<file path="src/rtl/nastilite_modport.sv">
// NASTI-Lite slave register bank: NUM_REGS byte-strobed registers behind independent AW/W/B and AR/R channels.
// Optional macro NASTILITE_USER_ECHO_EN: echo the captured aw_user/ar_user on b_user/r_user (tied to 0 otherwise).
module nastilite_modport #(
   parameter int ADDR_WIDTH = 5,
   parameter int DATA_WIDTH = 64,
   parameter int USER_WIDTH = 1,
   parameter int NUM_REGS   = 4
) (
   input  logic                    clk,
   input  logic                    rst,
   input  logic [ADDR_WIDTH-1:0]   aw_addr,
   input  logic [2:0]              aw_prot,
   input  logic [3:0]              aw_qos,
   input  logic [3:0]              aw_region,
   input  logic [USER_WIDTH-1:0]   aw_user,
   input  logic                    aw_valid,
   output logic                    aw_ready,
   input  logic [DATA_WIDTH-1:0]   w_data,
   input  logic [DATA_WIDTH/8-1:0] w_strb,
   input  logic [USER_WIDTH-1:0]   w_user,
   input  logic                    w_valid,
   output logic                    w_ready,
   output logic [1:0]              b_resp,
   output logic [USER_WIDTH-1:0]   b_user,
   output logic                    b_valid,
   input  logic                    b_ready,
   input  logic [ADDR_WIDTH-1:0]   ar_addr,
   input  logic [2:0]              ar_prot,
   input  logic [3:0]              ar_qos,
   input  logic [3:0]              ar_region,
   input  logic [USER_WIDTH-1:0]   ar_user,
   input  logic                    ar_valid,
   output logic                    ar_ready,
   output logic [DATA_WIDTH-1:0]   r_data,
   output logic [1:0]              r_resp,
   output logic [USER_WIDTH-1:0]   r_user,
   output logic                    r_valid,
   input  logic                    r_ready
);
   localparam int STRB_WIDTH = DATA_WIDTH / 8;
   localparam int LSB        = $clog2(STRB_WIDTH);
   localparam int IDX_WIDTH  = ADDR_WIDTH - LSB;
   localparam logic [1:0] RESP_OKAY   = 2'b00;
   localparam logic [1:0] RESP_SLVERR = 2'b10;

   if (!(DATA_WIDTH == 32 || DATA_WIDTH == 64)) begin : g_bad_data_width
      $fatal(1, "nastilite_modport: DATA_WIDTH must be 32 or 64");
   end
   if (NUM_REGS > (1 << IDX_WIDTH)) begin : g_bad_num_regs
      $fatal(1, "nastilite_modport: NUM_REGS exceeds the decodable word range");
   end

   function automatic logic idx_in_range(input logic [IDX_WIDTH-1:0] idx);
      return (32'(idx) < 32'(NUM_REGS));
   endfunction

   logic [DATA_WIDTH-1:0] regs_q [NUM_REGS];
   logic [DATA_WIDTH-1:0] regs_d [NUM_REGS];
   logic                  aw_held_q, aw_held_d, w_held_q, w_held_d;
   logic [IDX_WIDTH-1:0]  aw_idx_q, aw_idx_d;
   logic [DATA_WIDTH-1:0] w_data_q, w_data_d;
   logic [STRB_WIDTH-1:0] w_strb_q, w_strb_d;
   logic                  b_valid_q, b_valid_d, r_valid_q, r_valid_d;
   logic [1:0]            b_resp_q, b_resp_d, r_resp_q, r_resp_d;
   logic [DATA_WIDTH-1:0] r_data_q, r_data_d;
   logic                  aw_hs_s, w_hs_s, ar_hs_s, commit_s;
   logic [IDX_WIDTH-1:0]  ar_idx_s;
   logic [DATA_WIDTH-1:0] rd_data_s;
   logic                  unused_s;

   assign aw_ready = ~aw_held_q;
   assign w_ready  = ~w_held_q;
   assign ar_ready = ~r_valid_q;
   assign b_valid  = b_valid_q;
   assign b_resp   = b_resp_q;
   assign r_valid  = r_valid_q;
   assign r_data   = r_data_q;
   assign r_resp   = r_resp_q;

   assign aw_hs_s  = aw_valid & ~aw_held_q;
   assign w_hs_s   = w_valid & ~w_held_q;
   assign ar_hs_s  = ar_valid & ~r_valid_q;
   // A write commits only once both halves are held and the previous B has been consumed.
   assign commit_s = aw_held_q & w_held_q & ~b_valid_q;
   assign ar_idx_s = ar_addr[ADDR_WIDTH-1:LSB];

   // Read mux over implemented registers; out-of-range indices fall through to zero.
   always_comb begin
      rd_data_s = '0;
      for (int i = 0; i < NUM_REGS; i++) begin
         rd_data_s = rd_data_s | ((ar_idx_s == IDX_WIDTH'(i)) ? regs_q[i] : '0);
      end
   end

   // Byte-lane merge of the held write into the addressed register at commit.
   always_comb begin
      for (int i = 0; i < NUM_REGS; i++) begin
         for (int b = 0; b < STRB_WIDTH; b++) begin
            regs_d[i][8*b +: 8] = (commit_s && (aw_idx_q == IDX_WIDTH'(i)) && w_strb_q[b])
                                  ? w_data_q[8*b +: 8] : regs_q[i][8*b +: 8];
         end
      end
   end

   // Channel holds and response next-state.
   always_comb begin
      aw_held_d = aw_hs_s | (aw_held_q & ~commit_s);
      aw_idx_d  = aw_hs_s ? aw_addr[ADDR_WIDTH-1:LSB] : aw_idx_q;
      w_held_d  = w_hs_s | (w_held_q & ~commit_s);
      w_data_d  = w_hs_s ? w_data : w_data_q;
      w_strb_d  = w_hs_s ? w_strb : w_strb_q;
      b_valid_d = commit_s | (b_valid_q & ~b_ready);
      b_resp_d  = commit_s ? (idx_in_range(aw_idx_q) ? RESP_OKAY : RESP_SLVERR) : b_resp_q;
      r_valid_d = ar_hs_s | (r_valid_q & ~r_ready);
      r_data_d  = ar_hs_s ? rd_data_s : r_data_q;
      r_resp_d  = ar_hs_s ? (idx_in_range(ar_idx_s) ? RESP_OKAY : RESP_SLVERR) : r_resp_q;
   end

   // State registers.
   always_ff @(posedge clk or posedge rst) begin
      if (rst) begin
         for (int i = 0; i < NUM_REGS; i++) begin
            regs_q[i] <= '0;
         end
         aw_held_q <= 1'b0;
         aw_idx_q  <= '0;
         w_held_q  <= 1'b0;
         w_data_q  <= '0;
         w_strb_q  <= '0;
         b_valid_q <= 1'b0;
         b_resp_q  <= 2'b00;
         r_valid_q <= 1'b0;
         r_data_q  <= '0;
         r_resp_q  <= 2'b00;
      end else begin
         for (int i = 0; i < NUM_REGS; i++) begin
            regs_q[i] <= regs_d[i];
         end
         aw_held_q <= aw_held_d;
         aw_idx_q  <= aw_idx_d;
         w_held_q  <= w_held_d;
         w_data_q  <= w_data_d;
         w_strb_q  <= w_strb_d;
         b_valid_q <= b_valid_d;
         b_resp_q  <= b_resp_d;
         r_valid_q <= r_valid_d;
         r_data_q  <= r_data_d;
         r_resp_q  <= r_resp_d;
      end
   end

`ifdef NASTILITE_USER_ECHO_EN
   logic [USER_WIDTH-1:0] aw_user_q, aw_user_d, b_user_q, b_user_d, r_user_q, r_user_d;

   // User sideband travels with its request and returns with the matching response.
   always_comb begin
      aw_user_d = aw_hs_s ? aw_user : aw_user_q;
      b_user_d  = commit_s ? aw_user_q : b_user_q;
      r_user_d  = ar_hs_s ? ar_user : r_user_q;
   end

   // User sideband registers.
   always_ff @(posedge clk or posedge rst) begin
      if (rst) begin
         aw_user_q <= '0;
         b_user_q  <= '0;
         r_user_q  <= '0;
      end else begin
         aw_user_q <= aw_user_d;
         b_user_q  <= b_user_d;
         r_user_q  <= r_user_d;
      end
   end

   assign b_user   = b_user_q;
   assign r_user   = r_user_q;
   assign unused_s = ^{aw_prot, aw_qos, aw_region, w_user, ar_prot, ar_qos, ar_region,
                       aw_addr[LSB-1:0], ar_addr[LSB-1:0]};
`else
   assign b_user   = '0;
   assign r_user   = '0;
   assign unused_s = ^{aw_prot, aw_qos, aw_region, w_user, ar_prot, ar_qos, ar_region,
                       aw_addr[LSB-1:0], ar_addr[LSB-1:0], aw_user, ar_user};
`endif

endmodule

</file>
<file path="config.mk">
export PLATFORM = sky130hd
export DESIGN_NAME = nastilite_modport
export DESIGN_NICKNAME = d
export VERILOG_FILES = /design/src/rtl/nastilite_modport.sv
export SDC_FILE = /design/constraint.sdc
export NUM_CORES = 1
export LEC_CHECK = 0
export CORE_MARGIN = 2
export CORE_UTILIZATION = 56
export DETAILED_ROUTE_END_ITERATION = 12
export PLACE_DENSITY_LB_ADDON = 0.2
export SYNTH_ARGS = -nofsm -noshare
export SYNTH_HDL_FRONTEND = slang
export SYNTH_SLANG_ARGS = --single-unit
</file>
<file path="constraint.sdc">
create_clock -name clk -period 17.4 [get_ports clk]
set_input_delay 2.61 -clock clk [delete_from_list [all_inputs] [get_ports clk]]
set_output_delay 2.61 -clock clk [all_outputs]
set_load 0.1 [all_outputs]
</file>
**Word-level counts from Yosys, hierarchy flattened**

Index checks and enable logic that the tools add are counted.

- Eq/ne operators: 6
- Multiplexer cells: 4
- Bitwise logic cells: 23
- Reduce and logical (&&, ||, !) cells: 38

Operator list:

| kind | number |
|---|---|
| 64-bit two-way mux | 4 |
| 64-bit bitwise OR | 3 |
| 1-bit logical AND | 36 |
| 1-bit AND | 9 |
| 2-bit equality test (second input constant) | 4 |
| 1-bit inverter | 7 |
| 2-bit by 1-bit equality test with 1-bit output (second input constant) | 2 |
| 2-bit logical NOT | 2 |
| 1-bit bitwise OR | 4 |

- Register bits: 398
- Output and inout bits: 75

**Longest topological paths before layout**

Gate-level depths: netlist of run 1.

- Depth in word-level cells: 5
- Mapped depth: 6
- Mapped depth without buffers: 3

**Least setup slack after synthesis of run 1**

No wires, ideal clock.

- Path type: reg-to-output
- From: register r_valid_q, in the netlist r_valid
- To: output ar_ready
- Arrival: 1.588 ns
- Data required time: 14.790 ns
- Slack: 13.202 ns
- Stages on the path, launching flop included: 2
- Buffers on the path: 0
- Cell sequence: dfrtp_1 inv_1

- Word-level cells in the longest chain between the ends: 1

Ends and longest elaborated chain:

| element | line | text |
|---|---|---|
| from (decl) | 63 | `logic b_valid_q, b_valid_d, r_valid_q, r_valid_d;` |
| from (signal assigned) | 146 | `r_valid_q <= r_valid_d;` |
| 1-bit inverter | 73 | `assign ar_ready = ~r_valid_q;` |
| to (decl) | 33 | `output logic ar_ready,` |

No other way between the ends.

==> results of run 1 <==
==> worst register-to-register path, delay by kind of cell (launching register included) <==
kind | cells | cell delay (ns)
DFF | 1 | 0.37
AOI/OAI and AO/OA | 1 | 0.27
and+or+nand+nor | 2 | 0.37
buffers and inverters | 2 | 1.46
==> stage by stage <==
stage,power (W),utilization,hold WS (ns),worst slack [ns]
final,0.004132,0.6731,0.4847,12.23
after floorplan,0.002880,-,0.4786,3.722
after global placement,0.003196,0.6250,0.4740,11.59
after CTS,0.004168,0.6730,0.4867,12.11
after global routing,0.004343,0.6730,0.4990,11.72
after detailed placement,0.003253,0.6250,0.4732,11.56
==> cell usage in the layout (no fill, tap or decap), drive strengths merged <==
master,n
o221ai,64
o21ai,1
clkdlybuf4s50,150
buf,10
clkinv,7
mux2,330
nor2b,1
bufinv,2
and2b,2
clkbuf,66
conb,6
or2,1
nand2b,1
and3b,1
nand3,17
inv,4
clkinvlp,2
nor2,6
diode,1
mux2i,129
nand2,65
dfrtp,398
and3,17
==> routing by layer <==
| metal | vias up | track usage | part of all wire |
|---|---|---|---|
| met5 | - | 0 | 0.00047 |
| met4 | 2 | 0.05200 | 0.015 |
| met3 | 47 | 0.04188 | 0.046 |
| met2 | 183 | 0.3716 | 0.50 |
| met1 | 5030 | 0.3114 | 0.44 |
| li1 | 4312 | - | - |
==> power groups by stage <==
stage	Combinational (W)	Sequential, W	Clock (W)
floorplan	0.000749	0.00213	0
global placement	0.00152	0.00168	0
detailed placement	0.00156	0.00170	0
CTS	0.00156	0.00169	0.000919
global route	0.00164	0.00175	0.000958
finish	0.00154	0.00169	0.000903
==> cell type report <==
type                       count  share of cell area
timing repair buffer         160             0.08006
sequential                   398              0.5006
clock buffer                  66             0.06559
multi-input combinational    641              0.3222
inverter                       4            0.001132
tap                          390             0.02453
antenna                        1           0.0001258
clock inverter                11            0.005723
==> flip-flops by register name, summed over array words and instances, names as in the netlist <==
signal and cells:
regs_q 256, r_data 64, w_data_q 64, w_strb_q 8, aw_idx_q 2, aw_held_q 1, b_valid 1, r_valid 1
w_held_q 1
==> final timing paths <==
check | start | endpoint | slack (ns) | cells after the start
worst min-delay path | r_data[39]$_DFFE_PP0P_ | r_data[39]$_DFFE_PP0P_ | 0.48 | 2
min in group asynchronous | rst | w_data_q[60]$_DFFE_PP0P_ | 2.68 | 2
max in group clk | b_valid$_DFF_PP0_ | b_valid | 12.52 | 1
worst max-delay path | rst | regs_q[222]$_DFFE_PP0P_ | 12.23 | 4
worst min register to register | r_data[39]$_DFFE_PP0P_ | r_data[39]$_DFFE_PP0P_ | 0.48 | 2
worst max register to register | r_valid$_DFF_PP0_ | r_data[24]$_DFFE_PP0P_ | 14.76 | 5
==> cells by family (layout without fill, tap and decap cells) <==
| kind of cell | after synthesis | count (layout) | synth area share |
|---|---|---|---|
| AO/OA/AOI/OAI | 65 | 65 | 0.03368 |
| buffers and inverters | 74 | 241 | 0.02675 |
| flip-flops | 398 | 398 | 0.5931 |
| multiplexers | 459 | 459 | 0.3054 |
| other | 1 | 7 | 0.0002233 |
| AND/OR/NAND/NOR | 111 | 111 | 0.04083 |
==> cell usage after synthesis <==
cell type    n
conb_1       1
clkbuf_1    16
and3_4       4
buf_6        8
and3_1      13
nand3_2      6
nand3_1      1
mux2_2     298
buf_12       2
and3b_1      1
buf_2       27
nor2_1       5
nor2b_2      1
o221ai_1    64
mux2i_1    129
nand2_1     65
nand2b_1     1
dfrtp_1    398
buf_4       12
buf_1        5
and2b_1      2
or2_2        1
o21ai_0      1
nand3_4     10
nor2_4       1
inv_1        4
mux2_4      32
==> impl_metrics.csv, run 1 <==
group,metric,value,unit
global_route,grt_antenna_before_repair,2,
final_layout,final_area,19900,µm²
global_route,grt_max_degree,183,
hold_path,hold_class,"flip-flop to flip-flop",
outcome,status,"complete, no violations",
final_layout,num-fill-cells,2162,
timing,tightest_slew,1.055,ns
timing,final.setup.tns,0,ns
global_route,grt_overflow,0,
placement,place_congestion,0.7449,
detailed_routing,viasPerCell,5.730,
synth,yosysSeqAreaShare,0.5931,
clock_network,numCtsBuffers,42,
timing,hold_violations,0,
power,clockPowerShare,0.219,
global_route,first_global_vias,10010,
floorplan,die_w,177.2,µm
detailed_routing,wl,34230,µm
clock_network,cts_tree,"built",
synth,yosys.area.top_type_share,0.5931,
clock_network,cts.path.max_buffers,3,
detailed_routing,wire_per_inst,20.48,µm
synth,yosys_register_bits,398,
final_layout,multi_input_area,6411,µm²
floorplan,core,29560,µm²
job,drv_cap,0,
power,p_int,0.002542,W
floorplan,io_pins,189,
floorplan,die_h,177.2,µm
worst_setup_path,cp.arrival,5.67,ns
floorplan,rows,63,
power,pwr-share-seq,0.408,
floorplan,die_area,31390,µm²
timing,slew_headroom,0.2968,
worst_setup_path,cp.buffers_inverters,4,
synth,synth.avg_cell_area,15.15,µm²
timing,fmax,0.1933,GHz
power,netSwitchingFraction,0.3848,
global_route,grt_first_pass_wirelength,55150,µm
detailed_routing,drt-pass1-iter-count,4,
clock_network,ctsHtreeMaxLevel,2,
worst_setup_path,cp.required,17.89,ns
clock_network,clk_pin_slew,0.06,ns
power,p_sw,0.001590,W
clock_network,ctsResizeCount,0,
final_layout,final_nets,1361,
final_layout,finalNonFillerCells,1671,
detailed_routing,drt-initial-drc-count,572,
final_layout,drive_above_1_share,0.3383,
worst_setup_path,path_class,"primary input to async pin",
clock_network,cts_root_buffer,"clkbuf_16",
worst_setup_path,critPathCaptureType,"async pin",
synth,yosysUniqueCellTypes,27,
worst_setup_path,crit_fanout,182,
placement,dp.cells,1593,
placement,port-buffer-count,151,
placement,postPlaceCellArea,18470,µm²
clock_network,cts_hold_buf,0,
timing,setup_viol,0,
worst_setup_path,worstPathCellList,"clkdlybuf4s50_1 > inv_8 > buf_12 > buf_4",
timing,slew_viol_final,0,
global_route,grt.total_usage,0.2251,
worst_setup_path,crit_family,"buffers and inverters",
timing,fin_crit_sh,0.2974,
power,p_leak,8.931,nW
clock_network,cts_sinks,398,
power,power.density,207.7,nW/µm²
timing,worst_clock_skew,0.01019,ns
worst_setup_path,slowest_delay,0.93,ns
synth,synth_cells,1108,
detailed_routing,drtAntennaViolNets,0,
clock_network,cts_setup_buffers,0,
synth,syn_area,16790,µm²
placement,hpwl,19800,µm
worst_setup_path,start_kind,"primary input",
synth,synth-warning-count,0,
clock_network,insertion_delay,0.53,ns
synth,yosysTopAreaCell,"dfrtp_1",
final_layout,syn_to_final_growth,18.49,%
timing,period_minus_slack,5.175,ns
synth,synth_area_leaders,"dfrtp_1, mux2_2, mux2i_1",
timing,rsz0062_at_grt,"no",
power,comb_power_share,0.373,
detailed_routing,drc,0,
worst_setup_path,worst_path_max_delay_cell,"buf_4",
floorplan,start_util,0.5680,
final_layout,final-seq-area,9960,µm²
detailed_routing,vias,9574,
power,ir_drop,0.1529,mV
(Power assumes the default switching activity.)
==> run 2: changes to the inputs <==
Clock period 17.4 ns to 4.96 ns, I/O delays scaled along.
==> run 2 against run 1 <==
  * Clock-buffer cell count shrank 5
  * Sequential share of layout area fell by 0.20 points
  * Critical path depth shrank 2
  * Clock skew rose by 0.0097 ns
  * Power increased to 3.5 times the previous value
  * Final area grew 0.40%
  * Register-to-register slack worse by 12 ns
  * Global-route usage rose by 0.26 points
  * Worst setup slack worse by 10 ns
  * Clock power rose to 3.6 times the previous value
  * Largest cell class unchanged
  * Highest routed layer is now met4
==> impl_metrics.csv, run 2 (synthesis gave the netlist of run 1 again) <==
group,metric,value,unit
global_route,grt_antenna_before_repair,0,
hold_path,hold_class,"flip-flop to flip-flop",
clock_network,cts_setup_buffers,0,
timing,fin_crit_sh,0.6093,
floorplan,start_util,0.5680,
detailed_routing,wl,34680,µm
global_route,grt.total_usage,0.2277,
timing,worst_clock_skew,0.01992,ns
detailed_routing,drtAntennaViolNets,0,
global_route,grt_overflow,0,
floorplan,die_h,177.2,µm
placement,port-buffer-count,151,
final_layout,diodes,0,
global_route,grt_first_pass_wirelength,55850,µm
clock_network,ctsHtreeMaxLevel,2,
placement,dp.cells,1598,
global_route,grt_max_degree,91,
final_layout,largest_reg_flops,256,
timing,hold_violations,0,
final_layout,drive_above_1_share,0.3432,
worst_setup_path,path_class,"flip-flop to output port",
global_route,first_global_vias,10390,
placement,hpwl,20800,µm
final_layout,final_nets,1366,
detailed_routing,drt-initial-drc-count,586,
detailed_routing,drt-pass1-iter-count,4,
timing,setup_viol,0,
clock_network,cts.path.max_buffers,3,
final_layout,syn_to_final_growth,18.96,%
power,power.density,730.2,nW/µm²
floorplan,rows,63,
floorplan,io_pins,189,
power,ir_drop,0.6196,mV
clock_network,ctsResizeCount,0,
timing,tightest_slew,1.050,ns
outcome,status,"complete, no violations",
floorplan,core,29560,µm²
final_layout,finalNonFillerCells,1675,
timing,slew_viol_final,0,
final_layout,layout_commonest_cell,"dfrtp_1",
final_layout,finish.utilization,0.6757,
detailed_routing,wire_per_inst,20.70,µm
detailed_routing,drc,0,
placement,place_congestion,0.7522,
worst_setup_path,cp.arrival,2.28,ns
floorplan,die_area,31390,µm²
timing,fmax,0.3309,GHz
detailed_routing,viasPerCell,5.767,
job,drv_cap,0,
clock_network,clk_pin_slew,0.06,ns
final_layout,num-fill-cells,2145,
worst_setup_path,start_kind,"flip-flop",
worst_setup_path,critPathCaptureType,"output port",
clock_network,numCtsBuffers,42,
timing,hold_slack,0.4864,ns
clock_network,cts_root_buffer,"clkbuf_16",
clock_network,cts_tree,"built",
power,p_leak,8.979,nW
floorplan,die_w,177.2,µm
timing,slew_headroom,0.2999,
clock_network,cts_hold_buf,0,
worst_setup_path,startpoint,"aw_held_q$_DFF_PP0_",
timing,period_minus_slack,3.022,ns
timing,rsz0062_at_grt,"no",
worst_setup_path,crit_fanout,6,
detailed_routing,vias,9659,
clock_network,cts_sinks,398,
worst_setup_path,rr_startpoint,"w_held_q$_DFF_PP0_",
final_layout,top_register,"regs_q",
final_layout,most-common-layout-cells,"dfrtp_1, mux2_2, clkdlybuf4s50_1",
hold_path,hold_start,"r_data[49]$_DFFE_PP0P_",
clock_network,insertion_delay,0.54,ns
worst_setup_path,cp.required,4.22,ns
## run 2: changes by cell type in the layout (fill, tap and decap cells not counted), sizes merged
| cell | previous run | this run |
|---|---|---|
| buf | 10 | 15 |
| bufinv | 2 | 4 |
| clkbuf | 66 | 61 |
| clkinv | 7 | 9 |
| clkinvlp | 2 | 1 |
| diode | 1 | 0 |
| inv | 4 | 6 |
## run 2: per-stage QoR
| step | total power, W | TNS, ns | area, µm² | setup slack (ns) |
|---|---|---|---|---|
| after floorplan | 0.01010 | -454.43 | 16810 | -1.142 |
| after global placement | 0.01121 | 0 | 18530 | 2.071 |
| after detailed placement | 0.01143 | 0 | 18530 | 2.040 |
| after CTS | 0.01470 | 0 | 19970 | 1.928 |
| after global routing | 0.01531 | 0 | 19970 | 1.912 |
| final | 0.01459 | 0 | 19970 | 1.938 |
## run 2: layout make-up
cell class,instances,area (µm²),share of cell area
Clock inverter,16,209.0,0.01046
Inverter,4,18.77,0.0009396
Sequential cell,398,9960,0.4986
Timing Repair Buffer,165,1655,0.08287
Tap cell,390,488.0,0.02443
Multi-Input combinational cell,641,6411,0.3210
Clock buffer,61,1232,0.06170
## run 2: critical path: stages (launching register included)
cell,delay [ns]
dfrtp_1,0.44
inv_1,0.14
clkdlybuf4s50_1,1.16
## run 2: power breakdown
group	switching (W)	total, W	leakage, nW	internal (W)
Clock	0.00128	0.00323	0.716	0.00194
Combinational	0.00324	0.00542	3.32	0.00218
Sequential	0.00111	0.00594	4.94	0.00482
Total	0.00563	0.0146	8.98	0.00895
## run 2: routing by layer
metal | global-route usage | part of all wire | vias to the layer above
li1 | - | - | 4334
met5 | 0 | 0 | -
met2 | 0.3763 | 0.48 | 204
met4 | 0.06405 | 0.024 | 0
met1 | 0.3152 | 0.45 | 5056
met3 | 0.03479 | 0.039 | 65
## run 2: final timing paths
path | endpoint | slack (ns) | cells after the start
worst max-delay path | aw_ready | 1.94 | 2
worst max register to register | regs_q[133]$_DFFE_PP0P_ | 2.51 | 3
worst min register to register | r_data[49]$_DFFE_PP0P_ | 0.49 | 2
max in group asynchronous | regs_q[179]$_DFFE_PP0P_ | 3.00 | 3
worst min-delay path | r_data[49]$_DFFE_PP0P_ | 0.49 | 2
min in group asynchronous | r_data[3]$_DFFE_PP0P_ | 0.77 | 2
